## config.mk

```make
export PLATFORM = sky130hd
export DESIGN_NAME = radix_alu_queued
export DESIGN_NICKNAME = d
export VERILOG_FILES = /design/src/rtl/radix_alu_queued_pkg.sv /design/src/rtl/radix_alu_queued_fifo.sv /design/src/rtl/radix_alu_queued.sv
export SDC_FILE = /design/constraint.sdc
export NUM_CORES = 1
export LEC_CHECK = 0
export ABC_AREA = 0
export ABC_CLOCK_PERIOD_IN_PS = 6000
export CAP_MARGIN = 10
export CORE_MARGIN = 2
export CORE_UTILIZATION = 55
export CTS_BUF_LIST = sky130_fd_sc_hd__clkbuf_4
export DETAILED_ROUTE_END_ITERATION = 6
export GPL_TIMING_DRIVEN = 1
export MAX_ROUTING_LAYER = met4
export PLACE_DENSITY = 0.81
export SLEW_MARGIN = 20
export SYNTH_ARGS = -nofsm -noshare
export SYNTH_HDL_FRONTEND = slang
export SYNTH_SLANG_ARGS = --single-unit
```

## constraint.sdc

```tcl
create_clock -name clk -period 6 [get_ports clk]
set_input_delay 0.9 -clock clk [delete_from_list [all_inputs] [get_ports clk]]
set_output_delay 0.9 -clock clk [all_outputs]
set_load 0.01 [all_outputs]
```

## src/rtl/radix_alu_queued_pkg.sv

```systemverilog
// Shared definitions for the queued multi-radix ALU: opcode map, op classes,
// FSM state encoding and opcode helper functions.
package radix_alu_queued_pkg;

    typedef enum logic [3:0] {
        OP_BIN_ADD   = 4'd0,
        OP_BIN_SUB   = 4'd1,
        OP_BIN_MUL   = 4'd2,
        OP_DEC_ADD   = 4'd3,
        OP_DEC_SUB   = 4'd4,
        OP_DEC_MUL10 = 4'd5,
        OP_DUO_ADD12 = 4'd6,
        OP_DUO_SUB12 = 4'd7,
        OP_DUO_MUL3  = 4'd8
    } opcode_e;

    // Class codes double as the NATIVE_RADIX selector values.
    typedef enum logic [1:0] {
        OPC_BIN = 2'd0,
        OPC_DEC = 2'd1,
        OPC_DUO = 2'd2,
        OPC_ILL = 2'd3
    } op_class_e;

    typedef enum logic [1:0] {
        ST_IDLE = 2'd0,
        ST_EXEC = 2'd1,
        ST_HOLD = 2'd2
    } state_e;

    function automatic op_class_e op_class(input logic [3:0] op);
        op_class_e cls;
        case (op)
            OP_BIN_ADD, OP_BIN_SUB, OP_BIN_MUL:     cls = OPC_BIN;
            OP_DEC_ADD, OP_DEC_SUB, OP_DEC_MUL10:   cls = OPC_DEC;
            OP_DUO_ADD12, OP_DUO_SUB12, OP_DUO_MUL3: cls = OPC_DUO;
            default:                                cls = OPC_ILL;
        endcase
        return cls;
    endfunction

    function automatic logic op_is_legal(input logic [3:0] op);
        return op_class(op) != OPC_ILL;
    endfunction

endpackage

```

## src/rtl/radix_alu_queued_fifo.sv

```systemverilog
// Synchronous first-word-fall-through FIFO holding queued ALU commands.
// Read data always shows the head entry; pop and push are ignored when
// empty / full respectively.
module radix_alu_fifo #(
    parameter int unsigned DATA_W = 40,
    parameter int unsigned DEPTH  = 4
) (
    input  logic              clk,
    input  logic              rst,
    input  logic              wr_en_i,
    input  logic [DATA_W-1:0] wr_data_i,
    input  logic              rd_en_i,
    output logic [DATA_W-1:0] rd_data_o,
    output logic              full_o,
    output logic              empty_o
);

    localparam int unsigned AW = (DEPTH > 1) ? $clog2(DEPTH) : 1;

    logic [DATA_W-1:0] mem_q [DEPTH];
    logic [AW:0]       wr_ptr_q, wr_ptr_d;
    logic [AW:0]       rd_ptr_q, rd_ptr_d;
    logic              do_wr, do_rd;

    // Extra pointer MSB distinguishes full from empty when indices match.
    assign empty_o   = (wr_ptr_q == rd_ptr_q);
    assign full_o    = (wr_ptr_q[AW-1:0] == rd_ptr_q[AW-1:0]) &&
                       (wr_ptr_q[AW] != rd_ptr_q[AW]);
    assign do_wr     = wr_en_i && !full_o;
    assign do_rd     = rd_en_i && !empty_o;
    assign rd_data_o = mem_q[rd_ptr_q[AW-1:0]];

    // Pointer next-state.
    always_comb begin
        wr_ptr_d = wr_ptr_q;
        rd_ptr_d = rd_ptr_q;
        if (do_wr) wr_ptr_d = wr_ptr_q + (AW+1)'(1);
        if (do_rd) rd_ptr_d = rd_ptr_q + (AW+1)'(1);
    end

    // Pointer registers; reset empties the queue.
    always_ff @(posedge clk) begin
        if (rst) begin
            wr_ptr_q <= '0;
            rd_ptr_q <= '0;
        end else begin
            wr_ptr_q <= wr_ptr_d;
            rd_ptr_q <= rd_ptr_d;
        end
    end

    // Storage array; contents are don't-care until written.
    always_ff @(posedge clk) begin
        if (do_wr) mem_q[wr_ptr_q[AW-1:0]] <= wr_data_i;
    end

endmodule

```

## src/rtl/radix_alu_queued.sv

```systemverilog
// Queued multi-radix ALU: commands enter a FIFO, execute one at a time with
// class-dependent latency, and the result is held until the consumer takes it.
// Optional build macro RADIX_ALU_PERF_EN adds perf_ops/perf_stall counters.
module radix_alu_queued
    import radix_alu_queued_pkg::*;
#(
    parameter int unsigned WIDTH        = 16,
    parameter int unsigned DEPTH        = 4,
    parameter int unsigned TAG_W        = 4,
    parameter int unsigned NATIVE_RADIX = 1,
    parameter int unsigned LAT_FAST     = 1,
    parameter int unsigned LAT_EMU      = 6
) (
    input  logic                 clk,
    input  logic                 rst,
    input  logic                 in_valid,
    output logic                 in_ready,
    input  logic [3:0]           in_opcode,
    input  logic [WIDTH-1:0]     in_a,
    input  logic [WIDTH-1:0]     in_b,
    input  logic [TAG_W-1:0]     in_tag,
    output logic                 out_valid,
    input  logic                 out_ready,
    output logic [2*WIDTH-1:0]   out_result,
    output logic [TAG_W-1:0]     out_tag,
    output logic                 out_err,
    output logic                 busy
`ifdef RADIX_ALU_PERF_EN
   ,output logic [31:0]          perf_ops,
    output logic [31:0]          perf_stall
`endif
);

    localparam int unsigned RW      = 2 * WIDTH;
    localparam int unsigned PW      = 4 + 2 * WIDTH + TAG_W;
    localparam int unsigned LAT_F   = (LAT_FAST == 0) ? 1 : LAT_FAST;
    localparam int unsigned LAT_E   = (LAT_EMU == 0) ? 1 : LAT_EMU;
    localparam int unsigned LAT_MAX = (LAT_F > LAT_E) ? LAT_F : LAT_E;
    localparam int unsigned CNT_W   = $clog2(LAT_MAX + 1);

    // ---------------- command FIFO ----------------
    logic          fifo_full, fifo_empty, fifo_pop;
    logic [PW-1:0] fifo_wdata, fifo_rdata;

    logic [3:0]       head_op;
    logic [WIDTH-1:0] head_a, head_b;
    logic [TAG_W-1:0] head_tag;

    assign fifo_wdata = {in_tag, in_b, in_a, in_opcode};
    assign head_op    = fifo_rdata[3:0];
    assign head_a     = fifo_rdata[4 +: WIDTH];
    assign head_b     = fifo_rdata[4 + WIDTH +: WIDTH];
    assign head_tag   = fifo_rdata[4 + 2*WIDTH +: TAG_W];

    radix_alu_fifo #(
        .DATA_W (PW),
        .DEPTH  (DEPTH)
    ) u_fifo (
        .clk       (clk),
        .rst       (rst),
        .wr_en_i   (in_valid),
        .wr_data_i (fifo_wdata),
        .rd_en_i   (fifo_pop),
        .rd_data_o (fifo_rdata),
        .full_o    (fifo_full),
        .empty_o   (fifo_empty)
    );

    assign in_ready = !fifo_full;

    // ---------------- state ----------------
    state_e           state_q, state_d;
    logic [CNT_W-1:0] cnt_q, cnt_d;
    logic [3:0]       op_q, op_d;
    logic [WIDTH-1:0] a_q, a_d, b_q, b_d;
    logic [TAG_W-1:0] tag_q, tag_d;
    logic [RW-1:0]    res_q, res_d;
    logic [TAG_W-1:0] otag_q, otag_d;
    logic             err_q, err_d;

    op_class_e        head_cls;
    logic [CNT_W-1:0] lat_sel;
    logic [RW-1:0]    alu_res;
    logic [RW-1:0]    a_ext, b_ext;

    // Latency of the command at the FIFO head, chosen by its op class.
    always_comb begin
        head_cls = op_class(head_op);
        if (head_cls == OPC_ILL)
            lat_sel = CNT_W'(1);
        else if (32'(head_cls) == NATIVE_RADIX)
            lat_sel = CNT_W'(LAT_F);
        else
            lat_sel = CNT_W'(LAT_E);
    end

    // Result datapath on zero-extended operands of the in-flight command.
    always_comb begin
        a_ext = RW'(a_q);
        b_ext = RW'(b_q);
        case (op_q)
            OP_BIN_ADD, OP_DEC_ADD, OP_DUO_ADD12: alu_res = a_ext + b_ext;
            OP_BIN_SUB, OP_DEC_SUB, OP_DUO_SUB12: alu_res = a_ext - b_ext;
            OP_BIN_MUL:   alu_res = a_ext * b_ext;
            OP_DEC_MUL10: alu_res = (a_ext << 3) + (a_ext << 1);
            OP_DUO_MUL3:  alu_res = (a_ext << 1) + a_ext;
            default:      alu_res = '0;
        endcase
    end

    // FSM next-state: pop into EXEC from IDLE or straight from a completed HOLD.
    always_comb begin
        state_d  = state_q;
        cnt_d    = cnt_q;
        op_d     = op_q;
        a_d      = a_q;
        b_d      = b_q;
        tag_d    = tag_q;
        res_d    = res_q;
        otag_d   = otag_q;
        err_d    = err_q;
        fifo_pop = 1'b0;

        case (state_q)
            ST_IDLE: begin
                if (!fifo_empty) fifo_pop = 1'b1;
            end
            ST_EXEC: begin
                if (cnt_q > CNT_W'(1)) begin
                    cnt_d = cnt_q - CNT_W'(1);
                end else begin
                    res_d   = alu_res;
                    otag_d  = tag_q;
                    err_d   = !op_is_legal(op_q);
                    state_d = ST_HOLD;
                end
            end
            ST_HOLD: begin
                if (out_ready) begin
                    if (!fifo_empty) fifo_pop = 1'b1;
                    else             state_d  = ST_IDLE;
                end
            end
            default: state_d = ST_IDLE;
        endcase

        if (fifo_pop) begin
            op_d    = head_op;
            a_d     = head_a;
            b_d     = head_b;
            tag_d   = head_tag;
            cnt_d   = lat_sel;
            state_d = ST_EXEC;
        end
    end

    // FSM and datapath registers; reset drops the in-flight command.
    always_ff @(posedge clk) begin
        if (rst) begin
            state_q <= ST_IDLE;
            cnt_q   <= '0;
            op_q    <= '0;
            a_q     <= '0;
            b_q     <= '0;
            tag_q   <= '0;
            res_q   <= '0;
            otag_q  <= '0;
            err_q   <= 1'b0;
        end else begin
            state_q <= state_d;
            cnt_q   <= cnt_d;
            op_q    <= op_d;
            a_q     <= a_d;
            b_q     <= b_d;
            tag_q   <= tag_d;
            res_q   <= res_d;
            otag_q  <= otag_d;
            err_q   <= err_d;
        end
    end

    assign out_valid  = (state_q == ST_HOLD);
    assign out_result = res_q;
    assign out_tag    = otag_q;
    assign out_err    = err_q;
    assign busy       = !fifo_empty || (state_q != ST_IDLE);

`ifdef RADIX_ALU_PERF_EN
    logic [31:0] perf_ops_q, perf_stall_q;

    // Handshake and back-pressure counters, free-running and wrapping.
    always_ff @(posedge clk) begin
        if (rst) begin
            perf_ops_q   <= '0;
            perf_stall_q <= '0;
        end else begin
            if (out_valid && out_ready)  perf_ops_q   <= perf_ops_q + 32'd1;
            if (out_valid && !out_ready) perf_stall_q <= perf_stall_q + 32'd1;
        end
    end

    assign perf_ops   = perf_ops_q;
    assign perf_stall = perf_stall_q;
`endif

endmodule

```

; After elaboration in Yosys (flattened, before gate mapping)
; Memory sizes are Yosys's and may differ from the RTL's. A register that Yosys moved wholly into a read port is not among the register bits.
; Cells that the tools add are included.
[word_totals]
register_bits = 88
latchBits = 0
ram_bits = 160
romBits = 64
inputBits = 44
output_inout_bits = 40
wordCells = 90
n_memories = 3
[memory_table]
columns = memory, words, width, read_ports, rd_ports_with_merged_regs, wr, line_no
row1 = u_fifo.mem_q, 4, 40, 1, 1, 1, radix_alu_queued_fifo.sv:20  ; logic [DATA_W-1:0] mem_q [DEPTH];
row2 = (name not given), 16, 2, 1, 1, 0, radix_alu_queued_pkg.sv:33  ; case (op)
row3 = (name not given), 16, 2, 1, 0, 0, radix_alu_queued_pkg.sv:33
[classes]
n_addsub = 7
multipliers = 1
div = 0
order_cmp = 1
n_eq_ne = 23
shifts = 0
mux = 22
bitwise_logic = 2
reduce_logical = 19
[ops]
columns = op, count
row1 = case mux 32 bit (5 select lines), 1
row2 = multiplier 16 x 16 -> 32 bit, 1
row3 = adder 19 x 17 -> 20 bit, 1
row4 = adder 17 x 16 -> 18 bit, 1
row5 = adder 16 x 16 -> 17 bit, 1
row6 = subtractor 16 x 16 -> 17 bit, 1
row7 = "== test 4 x 3 -> 1 bit, second input constant", 4
row8 = 2-to-1 mux 3 bit, 5
row9 = 2-to-1 mux 2 bit, 7
row10 = "== test 4 x 2 -> 1 bit, second input constant", 2
row11 = 2-to-1 mux 4 bit, 2
row12 = AND reduction 4 bit, 2
row13 = "adder 3 x 1 -> 3 bit, second input constant", 2
row14 = "inequality test 2 x 1 -> 1 bit, second input constant", 3
row15 = "inequality test 3 x 1 -> 1 bit, second input constant", 2
row16 = case mux 2 bit (3 select lines), 1
row17 = nonzero test 2 bit, 3
row18 = OR reduction 3 bit, 2
row19 = 2-to-1 mux 1 bit, 5
row20 = "== test 2 x 1 -> 1 bit, second input constant", 2
row21 = "== test 2 bit, second input constant", 2
row22 = "== test 4 x 1 -> 1 bit, second input constant", 1
row23 = "== test 4 bit, second input constant", 1
row24 = logical NOT 4 bit, 1
row25 = other kinds (15), 22

; Logic depth before layout (Yosys ltp)
; Gate-level depths: netlist (run 1).
[logic_depth]
word_depth = 7
ltp_mapped = 23
ltp_nobuf = 22

; Modules after synthesis
; Synthesis (run 1) repeated with hierarchy kept, for this count alone.
[hier_totals]
hier_cells = 2143
area_unflattened_um2 = 21314.2
[by_module_without_submodules]
columns = mod, n_inst, cells_each, area_each_um2, seq_area_each_um2
row1 = radix_alu_queued, 1, 1866, 14978.1, 1681.6
row2 = radix_alu_fifo, 1, 277, 6336.1, 4964.8

; Worst setup path after synthesis (run 1)
; OpenSTA, ideal clock, no wires.
[synth_path]
kind = flip-flop to flip-flop
startpoint = register a_q[11]
endpoint = register res_q[17], in the netlist out_result[17]
setup_ns = 0.136
arrival_ns = 5.819
required_time_ns = 5.864
path_slack_ns = 0.045
stages_incl_launch_ff = 21
n_path_buf = 1
synth_period_minus_slack_ns = 5.955
path_cell_list = dfxtp_1 clkbuf_1 nand2_1 fa_1 fa_1 fa_1 inv_1 fa_1 fa_1 inv_1 fa_1 inv_1 ha_1 a21oi_1 o21ai_0 or4_1 o21ai_0 xor2_1 o21ai_0 a2111oi_0 a211oi_1
[synth_via]
elab_chain_cells = 2
word_cells_on_any_way = 5
cone_classes = 3 x add/sub / 1 x mul / 1 x mux
[synth_rtl]
columns = element, line_no
row1 = from (decl), radix_alu_queued.sv:75  ; logic [WIDTH-1:0] a_q, a_d, b_q, b_d;
row2 = from (signal assigned), radix_alu_queued.sv:163  ; a_q <= '0;
row3 = from (signal assigned), radix_alu_queued.sv:173  ; a_q <= a_d;
row4 = "multiplier 16 x 16 -> 32 bit, or another cell as far along", radix_alu_queued.sv:104  ; OP_BIN_MUL: alu_res = a_ext * b_ext;
row5 = case mux 32 bit (5 select lines) *, radix_alu_queued.sv:101  ; case (op_q)
row6 = to (signal assigned), radix_alu_queued.sv:176  ; res_q <= res_d;
row7 = to (decl), radix_alu_queued.sv:77  ; logic [RW-1:0] res_q, res_d;
; Every way passes the cells marked *; elsewhere a longest branch is shown, timed or not.
; A chain may end at the register's enable or synchronous reset.

; Worst setup path after layout (run 1)
[layout_path]
startpoint = register a_q[8]
endpoint = register res_q[25], in the netlist out_result[25]
[layout_via]
elab_chain_cells = 2
word_cells_on_any_way = 3
cone_classes = 1 x add/sub / 1 x mul / 1 x mux
[layout_rtl]
columns = element, line_no
row1 = multiplier 16 x 16 -> 32 bit or subtractor 16 x 16 -> 17 bit (tied branches), "radix_alu_queued.sv:104, radix_alu_queued.sv:103"
row2 = case mux 32 bit (5 select lines) *, radix_alu_queued.sv:101
; Marks and branches as above.

==> results of run 1 <==
## timing repair
item / 4_1_cts / 5_1_grt
resized for setup: 7 / 74
pin swaps: 2 / 21
hold buffers: 0 / 0
setup endpoints to repair: 4 / 18
buffers inserted: 0 / 2
gates cloned: 0 / 0
## worst paths after layout
path / startpoint / end / cells past startpoint / slack, ps
max: a_q[8]$_SDFFE_PP0P_ / out_result[25]$_SDFFE_PP0P_ / 23 / 120
min: out_tag[2]$_SDFFE_PP0P_ / out_tag[2]$_SDFFE_PP0P_ / 2 / 460
max reg2reg: a_q[8]$_SDFFE_PP0P_ / out_result[25]$_SDFFE_PP0P_ / 23 / 120
min reg2reg: out_tag[2]$_SDFFE_PP0P_ / out_tag[2]$_SDFFE_PP0P_ / 2 / 460
## cell usage in the layout (no fill, tap or decap), types with 6 or more instances in the layout
cell type | synthesis | layout
nand2b_1 | 6 | 6
o21ai_0 | 56 | 49
dfxtp_2 | 0 | 13
nand2_1 | 294 | 294
edfxtp_1 | 160 | 160
a21oi_1 | 149 | 141
xnor2_1 | 40 | 38
inv_1 | 281 | 280
nor2_1 | 104 | 103
nor2b_1 | 14 | 13
mux4_2 | 40 | 40
a221oi_1 | 14 | 12
nor3_1 | 16 | 13
a21o_1 | 22 | 22
o31ai_1 | 11 | 9
ha_1 | 173 | 167
and2_1 | 92 | 92
a21oi_2 | 3 | 11
and3_1 | 12 | 7
a22oi_1 | 6 | 6
fa_1 | 198 | 196
o22ai_1 | 8 | 8
xor2_1 | 24 | 23
o21ai_1 | 6 | 10
dfxtp_1 | 92 | 74
o211ai_1 | 7 | 7
a222oi_1 | 7 | 7
a211oi_1 | 14 | 13
clkbuf_4 | 0 | 88
a31oi_1 | 14 | 14
o21a_1 | 11 | 11
nand3_1 | 22 | 22
clkinv_1 | 1 | 14
clkdlybuf4s50_1 | 0 | 82
o21bai_1 | 11 | 11
buf_4 | 1 | 118
or3_1 | 9 | 9
## layout make-up
| class | instances | area (µm²) |
|---|---|---|
| Inverter | 283 | 1062 |
| Tap cell | 511 | 639.4 |
| Antenna cell | 4 | 10.01 |
| Multi-Input combinational cell | 1474 | 13230 |
| Timing Repair Buffer | 209 | 1837 |
| Clock inverter | 21 | 121.4 |
| Fill cell | 2975 | 13420 |
| Sequential cell | 252 | 6681 |
| Clock buffer | 88 | 660.6 |
## sequential cells by signal, indices dropped and copies added, names as in the netlist, named ones only
register         count
u_fifo.wr_ptr_q      3
b_q                 16
out_tag              4
out_result          32
op_q                 4
u_fifo.rd_ptr_q      3
cnt_q                3
out_err              1
a_q                 16
u_fifo.mem_q       160
state_q              2
tag_q                4
## kinds of logic after synthesis
kind of cell | share of synthesized area, %
mux | 4.569
xor+xnor | 2.662
flops | 31.56
buf+inv | 6.940
fa+ha+maj | 29.10
compound gates | 12.19
simple gates | 12.97
## power groups by stage
stage                     Combinational, µW  Sequential [µW]  Clock, µW
final                                  6890             2460       1410
after global placement                 6400             2450          0
after floorplan                        4270             2360          0
after CTS                              6590             2430       1440
after global routing                   7510             2480       1520
after detailed placement               6540             2470          0
## routing by layer
metal	up-vias	routed length, µm	track usage, %
met5	-	0	-
met4	0	2774	14.29
met3	181	4197	4.776
met2	704	28290	50.14
met1	8137	23330	38.72
li1	7532	-	-
## worst register-to-register path: cells and delay by family (launching register included)
kind                       cells  cell delay [ps]
adders and majority gates      7             3260
and+or+nand+nor                7             1190
buffers and inverters          7              650
DFF                            1              380
AOI/OAI and AO/OA              2              350
## per-stage QoR
| step | hold slack (ps) | cell area [µm²] | TNS, ps | total power, µW | utilization (%) |
|---|---|---|---|---|---|
| 4_1_cts | 437.4 | 23930 | 0 | 10450 | 63.54 |
| 6_report | 456.8 | 24240 | 0 | 10760 | 64.36 |
| 2_1_floorplan | 432.1 | 21060 | 0 | 6631 | - |
| 5_1_grt | 468.0 | 24240 | -339.3 | 11520 | 64.36 |
| 3_3_place_gp | 445.9 | 23140 | -15.58 | 8845 | 61.45 |
| 3_5_place_dp | 451.6 | 23140 | -235.8 | 9007 | 61.45 |
==> run_results.csv, run 1 <==
group,metric,value,unit
synthesis,synth_edf_count,160,
worst_setup_path,crit_buf_inv,7,
timing,timing.final.ws_setup,121.7,ps
synthesis,ys.flop_type,"edfxtp_1",
synthesis,ys_warn_count,0,
place,place_ws,-123.8,ps
status,status,"finished with violations",
place,hpwl,45.17,mm
synthesis,synth_top_area_share,22.82,%
power_and_ir_drop,p_int,5570,µW
timing,hold_violations,0,
synthesis,syn_inst,2107,
worst_setup_path,worstPathMaxFanout,8,
synthesis,yosys-top-cells-count,"294 x nand2_1, 281 x inv_1, 198 x fa_1",
worst_setup_path,required,6660,ps
layout,final_cells,2842,
floorplan,ios,84,
global_route,grt_pass1_vias,17100,
power_and_ir_drop,p_clk_share,13.1,%
synthesis,syn_avg_cell_area,9.994,µm²
clock_tree,insertion_delay,750,ps
timing,setup_viol,0,
synthesis,synthArstFlopShare,0,%
global_route,grt_max_degree,53,
status,violations,"design-rule violations",
layout,areaGrowthSynthToFinish,15.13,%
global_route,antenna_found_initial,2,
worst_setup_path,crit_slowest_cell,"fa_1",
power_and_ir_drop,power_density,443.7,nW/µm²
place,portBuffers,83,
worst_hold_path,min_path_type,"flip-flop to flip-flop",
drt,vias,16550,
synthesis,synth_cell_types,81,
drt,firstDrtPassIters,7,
global_route,gr-total-overflow,0,
worst_setup_path,crit_path_frequent_cell,"fa_1",
drt,vias_per_cell,5.825,
worst_setup_path,crit_chain,"and2_1, fa_1, inv_1, fa_1, fa_1, inv_1, fa_1, fa_1, inv_1, fa_1, inv_1, ha_4, buf_4, and3_1, nand4_1, a21oi_2, buf_4, nor3_2, buf_4, nor3_2, nor2b_1, or4_1, a41oi_2",
floorplan,fp.dieH,199.7,µm
timing,worst_pin_slew,1137,ps
worst_setup_path,cpPeakStageDelay,540,ps
drt,wl_per_cell,20.62,µm
power_and_ir_drop,net-switching-power,5187,µW
clock_tree,clock_sinks,252,
timing,rsz0062_at_grt,"yes",
synthesis,ys_seq_elements,252,
worst_setup_path,critPathLaunchType,"flip-flop",
synthesis,yosys-top-cells-area,"edfxtp_1 23%, fa_1 19%, ha_1 10%",
drt,ant_nets,0,
power_and_ir_drop,p_sw_share,48.22,%
power_and_ir_drop,combPwrFrac,64.1,%
timing,relSlewSlack,24.19,%
timing,min_period,5878,ps
floorplan,rows,71,
clock_tree,cts_tree,"done",
global_route,grt_pass1_wl,91.23,mm
timing,min_period_over_period,97.97,%
floorplan,die_area,39870,µm²
power_and_ir_drop,leakage,0.01044,µW
synthesis,syn_nets,2522,
synthesis,yosysMostFrequentCell,"nand2_1",
clock_tree,htree_levels,2,
worst_setup_path,crit_family,"adder cells",
synthesis,synth.cell_area,21060,µm²
clock_tree,cts_buffers,61,
clock_tree,root_buffer,"clkbuf_4",
drt,drc,2,
layout,fin_nets,2696,
floorplan,core,37670,µm²
timing,fmaxAchievable,170.1,MHz
power_and_ir_drop,ir_drop,303.1,µV
clock_tree,cts.clk_slew.worst_paths,70,ps
worst_setup_path,critical_path_class,"flip-flop to flip-flop",
timing,finClkSkew,45.37,ps
drt,drtIter0Drc,1297,
timing,maxSlewViolCount,0,
synthesis,seq_area_frac_synth,31.56,%
synthesis,yosysTopAreaCell,"edfxtp_1",
clock_tree,cts_max_path_buffers,3,
floorplan,initial_utilization,55.90,%
floorplan,die_w,199.7,µm
global_route,track_usage,31.05,%
job,maxCapViolCount,0,
power_and_ir_drop,power.sequential.fraction,22.8,%
place,dp_cells,2727,
layout,drive_gt1_share,14.95,%
drt,routed_wl,58.59,mm
worst_setup_path,endpoint_kind,"flip-flop",
worst_setup_path,critPathArrivalTime,6530,ps
place,gp_congestion,0.9569,
No activity file was read; power rests on OpenSTA's default activity.
==> run 2, diff against run 1 <==
CORE_UTILIZATION = 58   (was 55)
PLACE_DENSITY = 0.85   (was 0.81)
==> run 2 against run 1 <==
Critical path type unchanged. Utilization rose by 4.6 points. Cell area rose by 1.4%. Total power rose by 5.2%. Final cell count fell by 1.3%. Largest cell class unchanged. Sequential share of layout area fell by 0.29 points. Largest power group unchanged. Register-to-register slack barely moved. First-iteration DRC count rose by 19%. Setup slack improved by 11 ps. Highest routed layer unchanged. Count of clock-buffer cells in the layout rose by 6. Clock power rose by 24%. Combinational power rose by 2%. The flow now finishes without violations. Clock skew rose by 8.3 ps.
==> run_results.csv, run 2 (same netlist as run 1, synthesis figures left out) <==
group,metric,value,unit
global_route,antenna_found_initial,1,
timing,setup_viol,0,
worst_setup_path,crit_path_frequent_cell,"fa_1",
worst_setup_path,crit_family,"adder cells",
drt,firstDrtPassIters,6,
place,portBuffers,83,
clock_tree,cts_buffers,66,
layout,multi_input_area,13350,µm²
worst_setup_path,critPathLaunchType,"flip-flop",
global_route,track_usage,33.95,%
global_route,grt_pass1_wl,95.86,mm
layout,largest_register_ff_count,160,
power_and_ir_drop,power_density,460.5,nW/µm²
layout,layout_common_cells,"290 x nand2_1, 274 x inv_1, 195 x fa_1, 161 x ha_1, 160 x edfxtp_1",
timing,min_period_over_period,97.79,%
floorplan,rows,69,
global_route,gr-total-overflow,0,
clock_tree,htree_levels,3,
worst_setup_path,crit_slowest_cell,"or4_4",
place,gp_congestion,0.9704,
timing,maxSlewViolCount,0,
layout,areaGrowthSynthToFinish,16.73,%
floorplan,die_area,37840,µm²
layout,ff_latch_area,6704,µm²
timing,rsz0062_at_grt,"yes",
floorplan,initial_utilization,59.06,%
worst_setup_path,crit_chain,"buf_4, and2_1, fa_1, inv_1, fa_1, fa_1, inv_1, fa_1, fa_1, inv_1, fa_1, inv_1, ha_4, and3_4, nand2_1, a21oi_2, nor2b_2, nor3_4, nor2b_2, or4_4, a41oi_2",
place,hpwl,45.72,mm
power_and_ir_drop,ir_drop,418.2,µV
layout,drive_gt1_share,17.07,%
worst_setup_path,required,6620,ps
worst_setup_path,critical_path_class,"flip-flop to flip-flop",
global_route,grt_pass1_vias,17520,
floorplan,ios,84,
floorplan,fp.dieH,194.5,µm
job,maxCapViolCount,0,
timing,whs,457.7,ps
clock_tree,clock_sinks,252,
place,dp_cells,2675,
timing,hold_violations,0,
clock_tree,insertion_delay,730,ps
worst_setup_path,worstPathMaxFanout,7,
clock_tree,cts_max_path_buffers,3,
clock_tree,cts_tree,"done",
global_route,grt_max_degree,51,
drt,routed_wl,61.66,mm
worst_setup_path,ff2ff_setup_slack,130,ps
timing,fmaxAchievable,170.4,MHz
clock_tree,root_buffer,"clkbuf_4",
layout,num-fill-cells,2537,
drt,vias,16890,
layout,fin_nets,2708,
timing,worst_pin_slew,1098,ps
place,place_ws,-252.9,ps
worst_setup_path,critPathArrivalTime,6490,ps
layout,layout_commonest_cell,"nand2_1",
drt,drc,0,
drt,drtIter0Drc,1541,
timing,relSlewSlack,26.79,%
power_and_ir_drop,total_power,11320,µW
worst_hold_path,min_path_type,"flip-flop to flip-flop",
drt,vias_per_cell,6.020,
timing,min_period,5867,ps
power_and_ir_drop,leakage,0.01060,µW
worst_setup_path,crit_buf_inv,5,
worst_setup_path,cpPeakStageDelay,540,ps
status,status,"finished, final reports clean",
timing,finClkSkew,53.65,ps
layout,final_cells,2806,
drt,ant_nets,0,
floorplan,core,35660,µm²
floorplan,die_w,194.5,µm
clock_tree,cts.clk_slew.worst_paths,70,ps
worst_setup_path,endpoint_kind,"flip-flop",
timing,timing.final.ws_setup,132.8,ps
drt,wl_per_cell,21.97,µm
timing,setup_tns,0,ps
run 2: layout make-up:
class	instances	area share [%]
inverter	283	4.322
tap	461	2.347
sequential	252	27.27
multi-input combinational	1474	54.31
antenna	2	0.02036
clock buffer	94	2.871
clock inverter	24	1.074
timing repair buffer	216	7.778
run 2: repair_timing:
action / CTS / global route
pin swaps: 2 / 33
setup buffers: 0 / 12
endpoints found under the setup margin: 11 / 20
gates resized for setup: 13 / 117
hold buffers: 0 / 0
run 2: where the power goes:
part | switching [µW] | internal [µW] | total [µW]
clock network | 756 | 990 | 1750
logic | 4230 | 2830 | 7060
registers | 386 | 2120 | 2510
total | 5370 | 5950 | 11300
run 2: through the flow:
step	instance area, µm²	utilization [%]
after floorplan	21060	-
after global placement	23040	64.62
after detailed placement	23040	64.62
after CTS	24030	67.41
after global routing	24580	68.94
final	24580	68.94
run 2: worst reg2reg max path: stages, from the launching register on:
cell and delay (ps):
dfxtp_4 370, buf_4 170, and2_1 160, fa_1 530, inv_1 50, fa_1 480, fa_1 530, inv_1 60
fa_1 490, fa_1 490, inv_1 50, fa_1 470, inv_1 70, ha_4 300, and3_4 190, nand2_1 90
a21oi_2 160, nor2b_2 100, nor3_4 170, nor2b_2 80, or4_4 550, a41oi_2 210
run 2: final timing paths:
| check | from | end | depth (start not counted) |
|---|---|---|---|
| worst min-delay path | flip-flop | out_err$_SDFFE_PP0P_ | 2 |
| worst max-delay path | b_q[4]$_SDFFE_PP0P_ | out_result[25]$_SDFFE_PP0P_ | 21 |
| worst min register to register | flip-flop | out_err$_SDFFE_PP0P_ | 2 |
| worst max register to register | b_q[4]$_SDFFE_PP0P_ | out_result[25]$_SDFFE_PP0P_ | 21 |
run 2: metal layers:
| metal | global-route usage (%) | vias to the layer above | routed length, µm |
|---|---|---|---|
| li1 | - | 7563 | - |
| met1 | 41.43 | 8307 | 23890 |
| met2 | 55.91 | 802 | 29840 |
| met3 | 4.945 | 221 | 4479 |
| met4 | 16.15 | 0 | 3450 |
| met5 | - | - | 0 |
